## src/rtl/prf_wb_arbiter.sv

```systemverilog
// Writeback arbiter: per-unit result FIFOs drained round-robin onto NUM_WR registered PRF write ports.
// Optional PRF_WB_ARB_PERF_EN adds a saturating perf_conflict_cnt output.
module prf_wb_arbiter #(
  parameter int NUM_EX = 4,
  parameter int NUM_WR = 2,
  parameter int DEPTH  = 2,
  parameter int PREG_W = 6
) (
  input  logic                       clk,
  input  logic                       rst_n,
  input  logic                       flush,
  input  logic [NUM_EX-1:0]          ex_valid,
  output logic [NUM_EX-1:0]          ex_ready,
  input  logic [NUM_EX*32-1:0]       ex_dst_val,
  input  logic [NUM_EX*PREG_W-1:0]   ex_dst_index,
  output logic [NUM_WR-1:0]          wr_valid,
  output logic [NUM_WR*32-1:0]       wr_val,
  output logic [NUM_WR*PREG_W-1:0]   wr_index
`ifdef PRF_WB_ARB_PERF_EN
  ,
  output logic [31:0]                perf_conflict_cnt
`endif
);

  localparam int UNIT_W = (NUM_EX > 1) ? $clog2(NUM_EX) : 1;
  localparam int AW     = $clog2(DEPTH);
  localparam int CW     = $clog2(DEPTH + 1);

  logic [31:0]       mem_val [NUM_EX][DEPTH];
  logic [PREG_W-1:0] mem_idx [NUM_EX][DEPTH];
  logic [AW-1:0]     rd_ptr  [NUM_EX];
  logic [AW-1:0]     wr_ptr  [NUM_EX];
  logic [CW-1:0]     count   [NUM_EX];
  logic [UNIT_W-1:0] rr_ptr;
  logic [UNIT_W-1:0] rr_next;
  logic [NUM_EX-1:0] push;
  logic [NUM_EX-1:0] grant;
  logic [NUM_EX-1:0] nonempty;
  logic [NUM_WR-1:0] port_valid;
  logic [31:0]       port_val [NUM_WR];
  logic [PREG_W-1:0] port_idx [NUM_WR];

  // Ready looks only at the registered count; preg 0 writes complete the handshake without a push.
  always_comb begin
    for (int i = 0; i < NUM_EX; i++) begin
      ex_ready[i] = (count[i] < CW'(DEPTH)) && rst_n && !flush;
      nonempty[i] = (count[i] != '0);
      push[i]     = ex_valid[i] && ex_ready[i] &&
                    (ex_dst_index[i*PREG_W +: PREG_W] != '0);
    end
  end

  always_comb begin
    int u;
    int n;
    u          = 0;
    n          = 0;
    grant      = '0;
    port_valid = '0;
    rr_next    = rr_ptr;
    for (int k = 0; k < NUM_WR; k++) begin
      port_val[k] = '0;
      port_idx[k] = '0;
    end
    for (int o = 0; o < NUM_EX; o++) begin
      u = int'(rr_ptr) + o;
      if (u >= NUM_EX) u = u - NUM_EX;
      if (nonempty[u] && (n < NUM_WR)) begin
        grant[u]      = 1'b1;
        port_valid[n] = 1'b1;
        port_val[n]   = mem_val[u][rd_ptr[u]];
        port_idx[n]   = mem_idx[u][rd_ptr[u]];
        rr_next       = (u == NUM_EX - 1) ? '0 : UNIT_W'(u + 1);
        n             = n + 1;
      end
    end
  end

  always_ff @(posedge clk) begin
    for (int i = 0; i < NUM_EX; i++) begin
      if (push[i]) begin
        mem_val[i][wr_ptr[i]] <= ex_dst_val[i*32 +: 32];
        mem_idx[i][wr_ptr[i]] <= ex_dst_index[i*PREG_W +: PREG_W];
      end
    end
  end

  // Flush empties the FIFOs and kills the next write cycle but keeps rr_ptr and the held write data.
  always_ff @(posedge clk) begin
    if (!rst_n) begin
      for (int i = 0; i < NUM_EX; i++) begin
        count[i]  <= '0;
        rd_ptr[i] <= '0;
        wr_ptr[i] <= '0;
      end
      rr_ptr   <= '0;
      wr_valid <= '0;
      wr_val   <= '0;
      wr_index <= '0;
    end else if (flush) begin
      for (int i = 0; i < NUM_EX; i++) begin
        count[i]  <= '0;
        rd_ptr[i] <= '0;
        wr_ptr[i] <= '0;
      end
      wr_valid <= '0;
    end else begin
      for (int i = 0; i < NUM_EX; i++) begin
        if (push[i])  wr_ptr[i] <= wr_ptr[i] + AW'(1);
        if (grant[i]) rd_ptr[i] <= rd_ptr[i] + AW'(1);
        count[i] <= count[i] + CW'(push[i]) - CW'(grant[i]);
      end
      rr_ptr   <= rr_next;
      wr_valid <= port_valid;
      for (int k = 0; k < NUM_WR; k++) begin
        if (port_valid[k]) begin
          wr_val[k*32 +: 32]         <= port_val[k];
          wr_index[k*PREG_W +: PREG_W] <= port_idx[k];
        end
      end
    end
  end

`ifdef PRF_WB_ARB_PERF_EN
  always_ff @(posedge clk) begin
    if (!rst_n) begin
      perf_conflict_cnt <= '0;
    end else if ((|(nonempty & ~grant)) && (perf_conflict_cnt != '1)) begin
      perf_conflict_cnt <= perf_conflict_cnt + 32'd1;
    end
  end
`endif

endmodule

```

## config.mk

```make
export PLATFORM = sky130hd
export DESIGN_NAME = prf_wb_arbiter
export DESIGN_NICKNAME = d
export VERILOG_FILES = /design/src/rtl/prf_wb_arbiter.sv
export SDC_FILE = /design/constraint.sdc
export NUM_CORES = 1
export LEC_CHECK = 0
export CORE_ASPECT_RATIO = 1.75
export CORE_UTILIZATION = 35
export DETAILED_ROUTE_END_ITERATION = 8
export GPL_TIMING_DRIVEN = 0
export HOLD_SLACK_MARGIN = 0.15
export PLACE_DENSITY = 0.68
export SLEW_MARGIN = 40
export SYNTH_ARGS = -nofsm -noshare
export SYNTH_HDL_FRONTEND = slang
export SYNTH_SLANG_ARGS = --single-unit
```

## constraint.sdc

```tcl
create_clock -name clk -period 4.79 [get_ports clk]
set_input_delay 0.958 -clock clk [delete_from_list [all_inputs] [get_ports clk]]
set_output_delay 0.958 -clock clk [all_outputs]
set_load 0.02 [all_outputs]
```

==> out/metrics.yaml, run 1 <==
hold_viol: 0
wl_per_cell_um: 30.9
min_period_over_period: 0.963
die-width_um: 190
rsz0062_at_grt: "no"
post-place-ws_ps: -681
min_period_ps: 4610
min_from: "wr_val[4]$_SDFFE_PN0P_"
r2r-end: "count[3][1]$_SDFFCE_PN0P_"
grt_max_degree: 25
antenna_left: 0
async_flop_share: 0
grt_usage: 0.253
timing.critical_path.to_type: "flop"
netlist_instances: 1466
max_freq_mhz: 217
tightest_slew_ps: 914
cts_tree: "yes"
totalWireLength_um: 80000
cts.sinks: 400
path_clk_slew_ps: 70
vias: 15900
port_buffers: 239
diodes: 0
initial_core_util: 0.353
gp_congestion: 0.929
irDropWorstVdd_mv: 0.312
cp_common_cell: "ha_1"
ys_seq_area_frac: 0.519
die_area_sq_um: 62600
grt_pass1_vias: 16900
cp_slowest_stage_delay_ps: 450
grt_antenna_before_repair: 0
drive_gt1_frac: 0.211
die_y_um: 330
path_class: "reg -> reg"
slew_headroom: 0.390
hpwl_um: 60100
worstPathCellList: "inv_4, buf_12, ha_1, clkbuf_4, mux4_2, buf_2, ha_2, nor2b_1, a22o_2, o2111a_2, or2_2, a21boi_2, inv_1, ha_1, inv_1, ha_1, xor2_1, xnor2_1, nor2_1"
via_per_inst: 6.16
root_buffer: "clkbuf_16"
critPathRequiredTime_ps: 5070
ff2ff_setup_slack_ps: 180
yosys_register_bits: 400
firstDrtPassIters: 6
clock_latency_ps: 560
synth_cell_types: 58
clockBufferDepth: 3
setup_slack_ps: 179
placed_cell_area_sq_um: 25300
hold_end: "wr_val[4]$_SDFFE_PN0P_"
synth_area_sq_um: 21500
p_per_area_nw_per_um2: 586
area_delta_synth_final_pct: 23.3
ys_warn_count: 0
final_common_cell: "edfxtp_1"
outcome: "complete, no violations"
reg2reg_from: "rr_ptr[1]$_SDFFE_PN0P_"
grt_pass1_wl_um: 113000
finalSetupTns_ps: 0
drc: 0
setup_violations: 0
timing.reg2reg.worst_path_depth: 19
layout_common_cells: "edfxtp_1, mux2i_1, clkdlybuf4s50_1, mux4_2, nor2_1"
finalNetCount: 1942
ios: 241
fill_cells: 5551
cpMaxStageDelayCell: "dfxtp_2"
dr.first_iter.drc_count: 1865
cts_hold_buf: 0
cts_inserted_buffers: 37
report.final.slew_viol_count: 0
crit_fanout: 13
path_delay_family: "adder cells"
std_cell_rows: 120
htreeDepth: 2
synth_edf_count: 316
final_area_sq_um: 26600
cap_violations: 0
hold_class: "reg -> reg"
leakagePower_nw: 8.47
holdPathStages: 2
syn_avg_cell_area_sq_um: 14.7
skew_ps: 17.1
startpoint_type: "flop"
ys.flop_type: "edfxtp_1"
path_buf_inv: 6
coreArea_sq_um: 61000
overflow: 0
worstPathArrival_ps: 4890
==> worst max path at each step <==
stage / startpoint / endpoint / depth (start not counted)
CTS: rr_ptr[1]$_SDFFE_PN0P_ / count[3][1]$_SDFFCE_PN0P_ / 19
finish: rr_ptr[1]$_SDFFE_PN0P_ / count[3][1]$_SDFFCE_PN0P_ / 19
floorplan: rr_ptr[1]$_SDFFE_PN0P_ / count[0][1]$_SDFFCE_PN0P_ / 19
detailed placement: rr_ptr[1]$_SDFFE_PN0P_ / count[3][1]$_SDFFCE_PN0P_ / 19
global placement: flush / mem_val[1][44]$_DFFE_PP_ / 7
global route: rr_ptr[1]$_SDFFE_PN0P_ / count[3][1]$_SDFFCE_PN0P_ / 19
==> cell type report <==
type                            count  area, sq um  area share
Multi-Input combinational cell    929         9730       0.367
Clock buffer                       42          955      0.0360
Clock inverter                     23          262     0.00985
Buffer                            118          653      0.0246
Inverter                           24         95.1     0.00358
Sequential cell                   400        11200       0.421
Tap cell                          793          992      0.0374
Timing Repair Buffer              255         2690       0.101
==> routing by layer <==
| layer | GRT usage | vias up | share of wire |
|---|---|---|---|
| met5 | 0 | - | 0 |
| li1 | - | 6574 | - |
| met1 | 0.263 | 7975 | 0.33 |
| met4 | 0.187 | 0 | 0.081 |
| met2 | 0.454 | 1049 | 0.52 |
| met3 | 0.0424 | 323 | 0.075 |
==> state kept, by name (all words and copies together), names as in the netlist <==
| register | flops |
|---|---|
| count | 8 |
| wr_val | 64 |
| wr_index | 12 |
| rd_ptr | 4 |
| wr_valid | 2 |
| mem_idx | 48 |
| rr_ptr | 2 |
| mem_val | 256 |
| wr_ptr | 4 |
==> cells in the mapped netlist (all sizes together), types with 3 or more instances <==
master  instances  share of area
ha             18          0.010
clkbuf         26         0.0045
and2            4         0.0012
nand4           4         0.0012
mux4          161           0.17
a31oi           4         0.0012
dfxtp          84          0.078
nand3           3        0.00070
inv            24         0.0043
nor3            8         0.0019
buf            92          0.024
o22ai          78          0.023
a222oi          4         0.0019
a21oi           4        0.00093
mux2i         305           0.14
o221ai         39          0.022
o211ai          3         0.0013
a21boi          3         0.0010
edfxtp        316           0.44
or2             6         0.0017
nor2          140          0.025
or4             5         0.0017
xor2            4         0.0016
o21ai           6         0.0014
nand2          51         0.0090
and3            5         0.0015
a221o          38          0.018
o311ai          3         0.0012
xnor2           4         0.0016
==> worst register-to-register path, stage by stage, from the launching register on <==
cell,delay [ps]
dfxtp_2,450
inv_4,140
buf_12,190
ha_1,280
clkbuf_4,230
mux4_2,240
buf_2,230
ha_2,300
nor2b_1,90
a22o_2,270
o2111a_2,210
or2_2,380
a21boi_2,280
inv_1,90
ha_1,270
inv_1,40
ha_1,190
xor2_1,250
xnor2_1,160
nor2_1,50
==> report_power, final <==
group | total (mW) | switching [mW] | internal (mW)
clock | 3.09 | 1.37 | 1.72
sequential | 4.49 | 0.366 | 4.12
combinational | 7.98 | 4.61 | 3.37
==> what timing repair did <==
item | in CTS | in global routing
endpoints found under the hold margin | 0 | 0
gates resized for setup | 9 | 5
endpoints found under the setup margin | 8 | 5
cloned | 0 | 0
buffers inserted | 0 | 0
pin swaps | 0 | 0
==> cell families after synthesis <==
family | Yosys count | synth area share
fa+ha+maj | 18 | 0.0105
flops | 400 | 0.519
xor+xnor | 8 | 0.00325
mux | 466 | 0.310
other cells | 1 | 0.000174
buf+inv | 142 | 0.0328
simple gates | 231 | 0.0448
compound gates | 200 | 0.0796
==> metrics by stage <==
step	hold WS, ps	power [mW]	utilization	instances
after floorplan	441	9.58	-	1471
after global placement	451	12.2	0.409	2503
after detailed placement	468	12.3	0.415	2519
after CTS	482	15.4	0.435	2584
after global routing	490	16.1	0.436	2584
final	476	15.6	0.436	2584
Power figures use the tool's default switching activity.
==> inputs of run 2 (changes only) <==
CORE_MARGIN = 5   (was not set)
==> run 2 against run 1 <==
Sequential power hardly changed. Combinational power about the same. Final area grew 0.71%. Critical path depth unchanged. Wire length up 1.1%. Critical endpoint is now count[0][1]$_SDFFCE_PN0P_. Clock-buffer cell count rose by 3. Die area is 6.7% higher. Global-route usage decreased by 1.9 points. Final cell count is 0.35% higher. Non-clock buffer count rose by 2.
==> out/metrics.yaml, run 2 (synthesis gave the netlist of run 1 again) <==
outcome: "complete, no violations"
setup_slack_ps: 221
gp_congestion: 0.917
timing.critical_path.to_type: "flop"
rsz0062_at_grt: "no"
overflow: 0
cpMaxStageDelayCell: "dfxtp_2"
placed_cell_area_sq_um: 25400
die_area_sq_um: 66800
path_clk_slew_ps: 70
die-width_um: 198
grt_pass1_wl_um: 115000
hpwl_um: 61200
tightest_slew_ps: 1030
grt_max_degree: 23
cts_hold_buf: 0
cts_tree: "yes"
wl_per_cell_um: 31.2
finalNonFillerCells: 2593
std_cell_rows: 120
report.final.slew_viol_count: 0
largest_reg_flops: 256
path_class: "reg -> reg"
firstDrtPassIters: 7
initial_core_util: 0.352
final_common_cell: "edfxtp_1"
final_area_sq_um: 26700
place_inst: 2521
holdWs_ps: 472
irDropWorstVdd_mv: 0.287
critPathRequiredTime_ps: 5070
hold_viol: 0
max_freq_mhz: 219
die_y_um: 338
cts_inserted_buffers: 39
cp_slowest_stage_delay_ps: 470
worstPathCellList: "inv_4, buf_8, ha_1, clkbuf_4, mux4_2, buf_2, ha_2, nor2b_1, a22o_2, o2111a_2, or2_2, a21boi_2, inv_1, ha_1, inv_1, ha_1, xor2_1, xnor2_1, nor2_1"
slew_headroom: 0.311
drive_gt1_frac: 0.214
fill_cells: 5403
grt_usage: 0.233
port_buffers: 239
grt_antenna_before_repair: 0
diodes: 0
setup_violations: 0
root_buffer: "clkbuf_16"
startpoint_type: "flop"
power_mw: 15.6
timing.reg2reg.worst_path_depth: 19
hold_class: "reg -> reg"
worstPathArrival_ps: 4850
coreArea_sq_um: 61100
clock_latency_ps: 570
drc: 0
cap_violations: 0
area_delta_synth_final_pct: 24.2
grt_pass1_vias: 17000
holdPathStages: 2
finalNetCount: 1946
post-place-ws_ps: -857
antenna_left: 0
dr.first_iter.drc_count: 1613
htreeDepth: 2
leakagePower_nw: 8.55
cts.sinks: 400
min_period_ps: 4570
clockBufferDepth: 3
totalWireLength_um: 80800
layout_common_cells: "edfxtp_1, mux2i_1, clkdlybuf4s50_1, mux4_2, nor2_1"
via_per_inst: 6.14
ios: 241
crit_fanout: 13
cp_common_cell: "ha_1"
p_per_area_nw_per_um2: 584
min_period_over_period: 0.954
skew_ps: 23.1
vias: 15900
run 2: cell count changes in the layout (fill, tap and decap cells not counted), sizes merged:
cell	before	now
clkinv	11	17
clkbuf	69	73
clkinvlp	2	5
inv	29	26
bufinv	5	3
buf	107	108
run 2: report_power, final:
part | internal (mW) | switching [mW]
Sequential | 4.12 | 0.366
Clock | 1.75 | 1.40
Combinational | 3.38 | 4.60
run 2: final cells by class:
type	count	area, sq um	share of cell area
buffer	118	648	0.0242
timing repair buffer	257	2800	0.105
tap	793	992	0.0371
multi-input combinational	929	9750	0.364
clock buffer	45	1040	0.0389
sequential	400	11200	0.418
clock inverter	27	249	0.00931
inverter	24	95.1	0.00356
run 2: critical path: cells and delay by family, from the launching register on:
| kind | cells | cell delay (ps) |
|---|---|---|
| adder cells (fa/ha/maj) | 4 | 1060 |
| buffers and inverters | 6 | 980 |
| AO/OA/AOI/OAI | 3 | 750 |
| AND/OR/NAND/NOR | 3 | 530 |
| flip-flops | 1 | 470 |
| XOR/XNOR | 2 | 300 |
| multiplexers | 1 | 220 |
run 2: path summary, 6_finish.rpt:
path	startpoint	end	slack, ps
hold reg to reg	wr_val[2]$_SDFFE_PN0P_	wr_val[2]$_SDFFE_PN0P_	470
setup reg to reg	rr_ptr[1]$_SDFFE_PN0P_	count[0][1]$_SDFFCE_PN0P_	220
setup / recovery	rr_ptr[1]$_SDFFE_PN0P_	count[0][1]$_SDFFCE_PN0P_	220
hold / removal	wr_val[2]$_SDFFE_PN0P_	wr_val[2]$_SDFFE_PN0P_	470
run 2: metal layers:
layer	wire length [um]	part of all wire	track usage	up-vias
met2	41700	0.52	0.417	1052
li1	-	-	-	6595
met3	6310	0.078	0.0397	308
met4	6050	0.075	0.147	0
met5	0	0	0	-
met1	26800	0.33	0.253	7965
run 2: what timing repair did:
item,CTS,global route
resized for setup,11,5
endpoints found under the hold margin,0,0
buffers inserted,0,0
endpoints found under the setup margin,17,3
run 2: through the flow:
| step | util | setup TNS [ps] |
|---|---|---|
| 2_1_floorplan | - | 0 |
| 3_3_place_gp | 0.408 | -551130 |
| 3_5_place_dp | 0.416 | -4040 |
| 4_1_cts | 0.437 | 0 |
| 5_1_grt | 0.438 | 0 |
| 6_report | 0.438 | 0 |
==> inputs of run 3 (changes only) <==
CORE_UTILIZATION = 52   (was 35)
PLACE_DENSITY = 0.74   (was 0.68)
==> run 3 against run 2 <==
Wire length decreased by 6.6%. Worst hold slack worse by 5.8 ps. Critical path depth is the same. Clock skew fell by 4.0 ps. Combinational power fell by 0.6%. Sequential share of layout area grew 0.48 points. Utilization up 21 points. Clock-buffer cell count up 3. Clock power increased by 4%. Critical endpoint is now count[3][1]$_SDFFCE_PN0P_. Largest cell class unchanged. Largest power group unchanged. Highest routed layer unchanged.
==> out/metrics.yaml, run 3 (synthesis gave the netlist of run 1 again) <==
grt_pass1_vias: 17100
port_buffers: 239
diodes: 0
gp_congestion: 0.922
ff2ff_setup_slack_ps: 90
die_y_um: 279
hpwl_um: 54500
p_per_area_nw_per_um2: 592
dr.first_iter.drc_count: 1670
drc: 0
setup_violations: 0
place_inst: 2277
fill_cells: 3059
overflow: 0
die-width_um: 164
grt_pass1_wl_um: 108000
post-place-ws_ps: -522
wl_met3_um: 6620
outcome: "complete, no violations"
path_class: "reg -> reg"
min_period_ps: 4700
layout_common_cells: "edfxtp_1, mux2i_1, clkdlybuf4s50_1, mux4_2, nor2_1"
hold_viol: 0
slew_headroom: 0.361
root_buffer: "clkbuf_16"
multiInputGateArea_sq_um: 9720
area_delta_synth_final_pct: 22.8
path_clk_slew_ps: 70
hold_class: "reg -> reg"
totalWireLength_um: 75500
initial_core_util: 0.526
report.final.slew_viol_count: 0
finalNetCount: 1944
cap_violations: 0
setup_slack_ps: 92.2
m1WireLength_um: 23800
htreeDepth: 2
via_per_inst: 6.87
vias: 16100
leakagePower_nw: 8.55
cts.sinks: 400
rsz0062_at_grt: "yes"
largest_reg_flops: 256
critPathRequiredTime_ps: 5060
startpoint_type: "flop"
clockBufferDepth: 3
regArea_sq_um: 11200
antenna_left: 0
wl_per_cell_um: 32.2
die_area_sq_um: 45700
crit_fanout: 13
top_layer: "met4"
skew_ps: 19.1
min_period_over_period: 0.981
final_common_cell: "edfxtp_1"
max_freq_mhz: 213
firstDrtPassIters: 7
cts_inserted_buffers: 37
coreArea_sq_um: 41000
finalNonFillerCells: 2346
grt_antenna_before_repair: 0
grt_usage: 0.326
clock_latency_ps: 550
ios: 241
timing.critical_path.to_type: "flop"
std_cell_rows: 98
worstPathArrival_ps: 4960
drive_gt1_frac: 0.211
cts_hold_buf: 0
cts_tree: "yes"
wl_met2_um: 38100
irDropWorstVdd_mv: 0.321
grt_max_degree: 28
tightest_slew_ps: 959
## run 3: cell count changes in the layout (fill, tap and decap cells not counted), moves of 2 or more
cell and delta:
a21boi_1 +3, clkbuf_16 -2, clkinv_4 -4, buf_6 +2
buf_8 -2, bufinv_16 +4, clkbuf_8 +3, clkinv_1 -3
clkinv_2 -2, a21boi_4 -2
## run 3: worst max-delay path, stage by stage, from the launching register on
cell	delay [ps]
dfxtp_2	390
inv_4	210
buf_6	260
ha_1	270
clkbuf_4	230
mux4_2	240
buf_2	240
ha_2	300
nor2b_1	90
a22o_2	270
o2111a_2	210
or2_2	350
a21boi_1	290
inv_1	160
ha_1	310
inv_1	40
ha_1	200
xor2_1	160
xnor2_1	140
nor2_1	50
## run 3: final cells by class
| class | count | share of cell area |
|---|---|---|
| clock inverter | 20 | 0.0108 |
| multi-input combinational | 929 | 0.368 |
| tap | 550 | 0.0260 |
| sequential | 400 | 0.423 |
| inverter | 24 | 0.00360 |
| clock buffer | 48 | 0.0393 |
| timing repair buffer | 257 | 0.106 |
| buffer | 118 | 0.0244 |
## run 3: report_power, final
| part | switching, mW | leakage [nW] | internal (mW) | total, mW |
|---|---|---|---|---|
| sequential | 0.324 | 3.57 | 4.12 | 4.44 |
| combinational | 4.56 | 4.34 | 3.38 | 7.94 |
| clock | 1.34 | 0.638 | 1.92 | 3.26 |
| total | 6.22 | 8.55 | 9.42 | 15.6 |
## run 3: final timing paths
path | from | depth (start not counted) | end
max | rr_ptr[1]$_SDFFE_PN0P_ | 19 | count[3][1]$_SDFFCE_PN0P_
min | wr_val[9]$_SDFFE_PN0P_ | 2 | wr_val[9]$_SDFFE_PN0P_
max reg2reg | rr_ptr[1]$_SDFFE_PN0P_ | 19 | count[3][1]$_SDFFCE_PN0P_
min reg2reg | wr_val[9]$_SDFFE_PN0P_ | 2 | wr_val[9]$_SDFFE_PN0P_
## run 3: through the flow
stage	cell area [sq um]	hold slack [ps]	utilization	setup TNS [ps]	power (mW)
after floorplan	21600	441	-	0	9.58
after global placement	24600	448	0.602	-500620	12.0
after detailed placement	25100	447	0.613	-2520	12.2
after CTS	26400	470	0.645	0	15.5
after global routing	26400	499	0.646	-181	16.2
final	26400	466	0.646	0	15.6
## run 3: routing by layer
| layer | global-route usage | vias to the layer above |
|---|---|---|
| li1 | - | 6586 |
| met2 | 0.565 | 1153 |
| met4 | 0.247 | 0 |
| met5 | 0 | - |
| met3 | 0.0530 | 403 |
| met1 | 0.352 | 7985 |
## run 3: repair_timing
item                       in CTS  in global routing
gates resized for setup         7                  2
buffers inserted                0                  0
setup endpoints to repair       6                  6
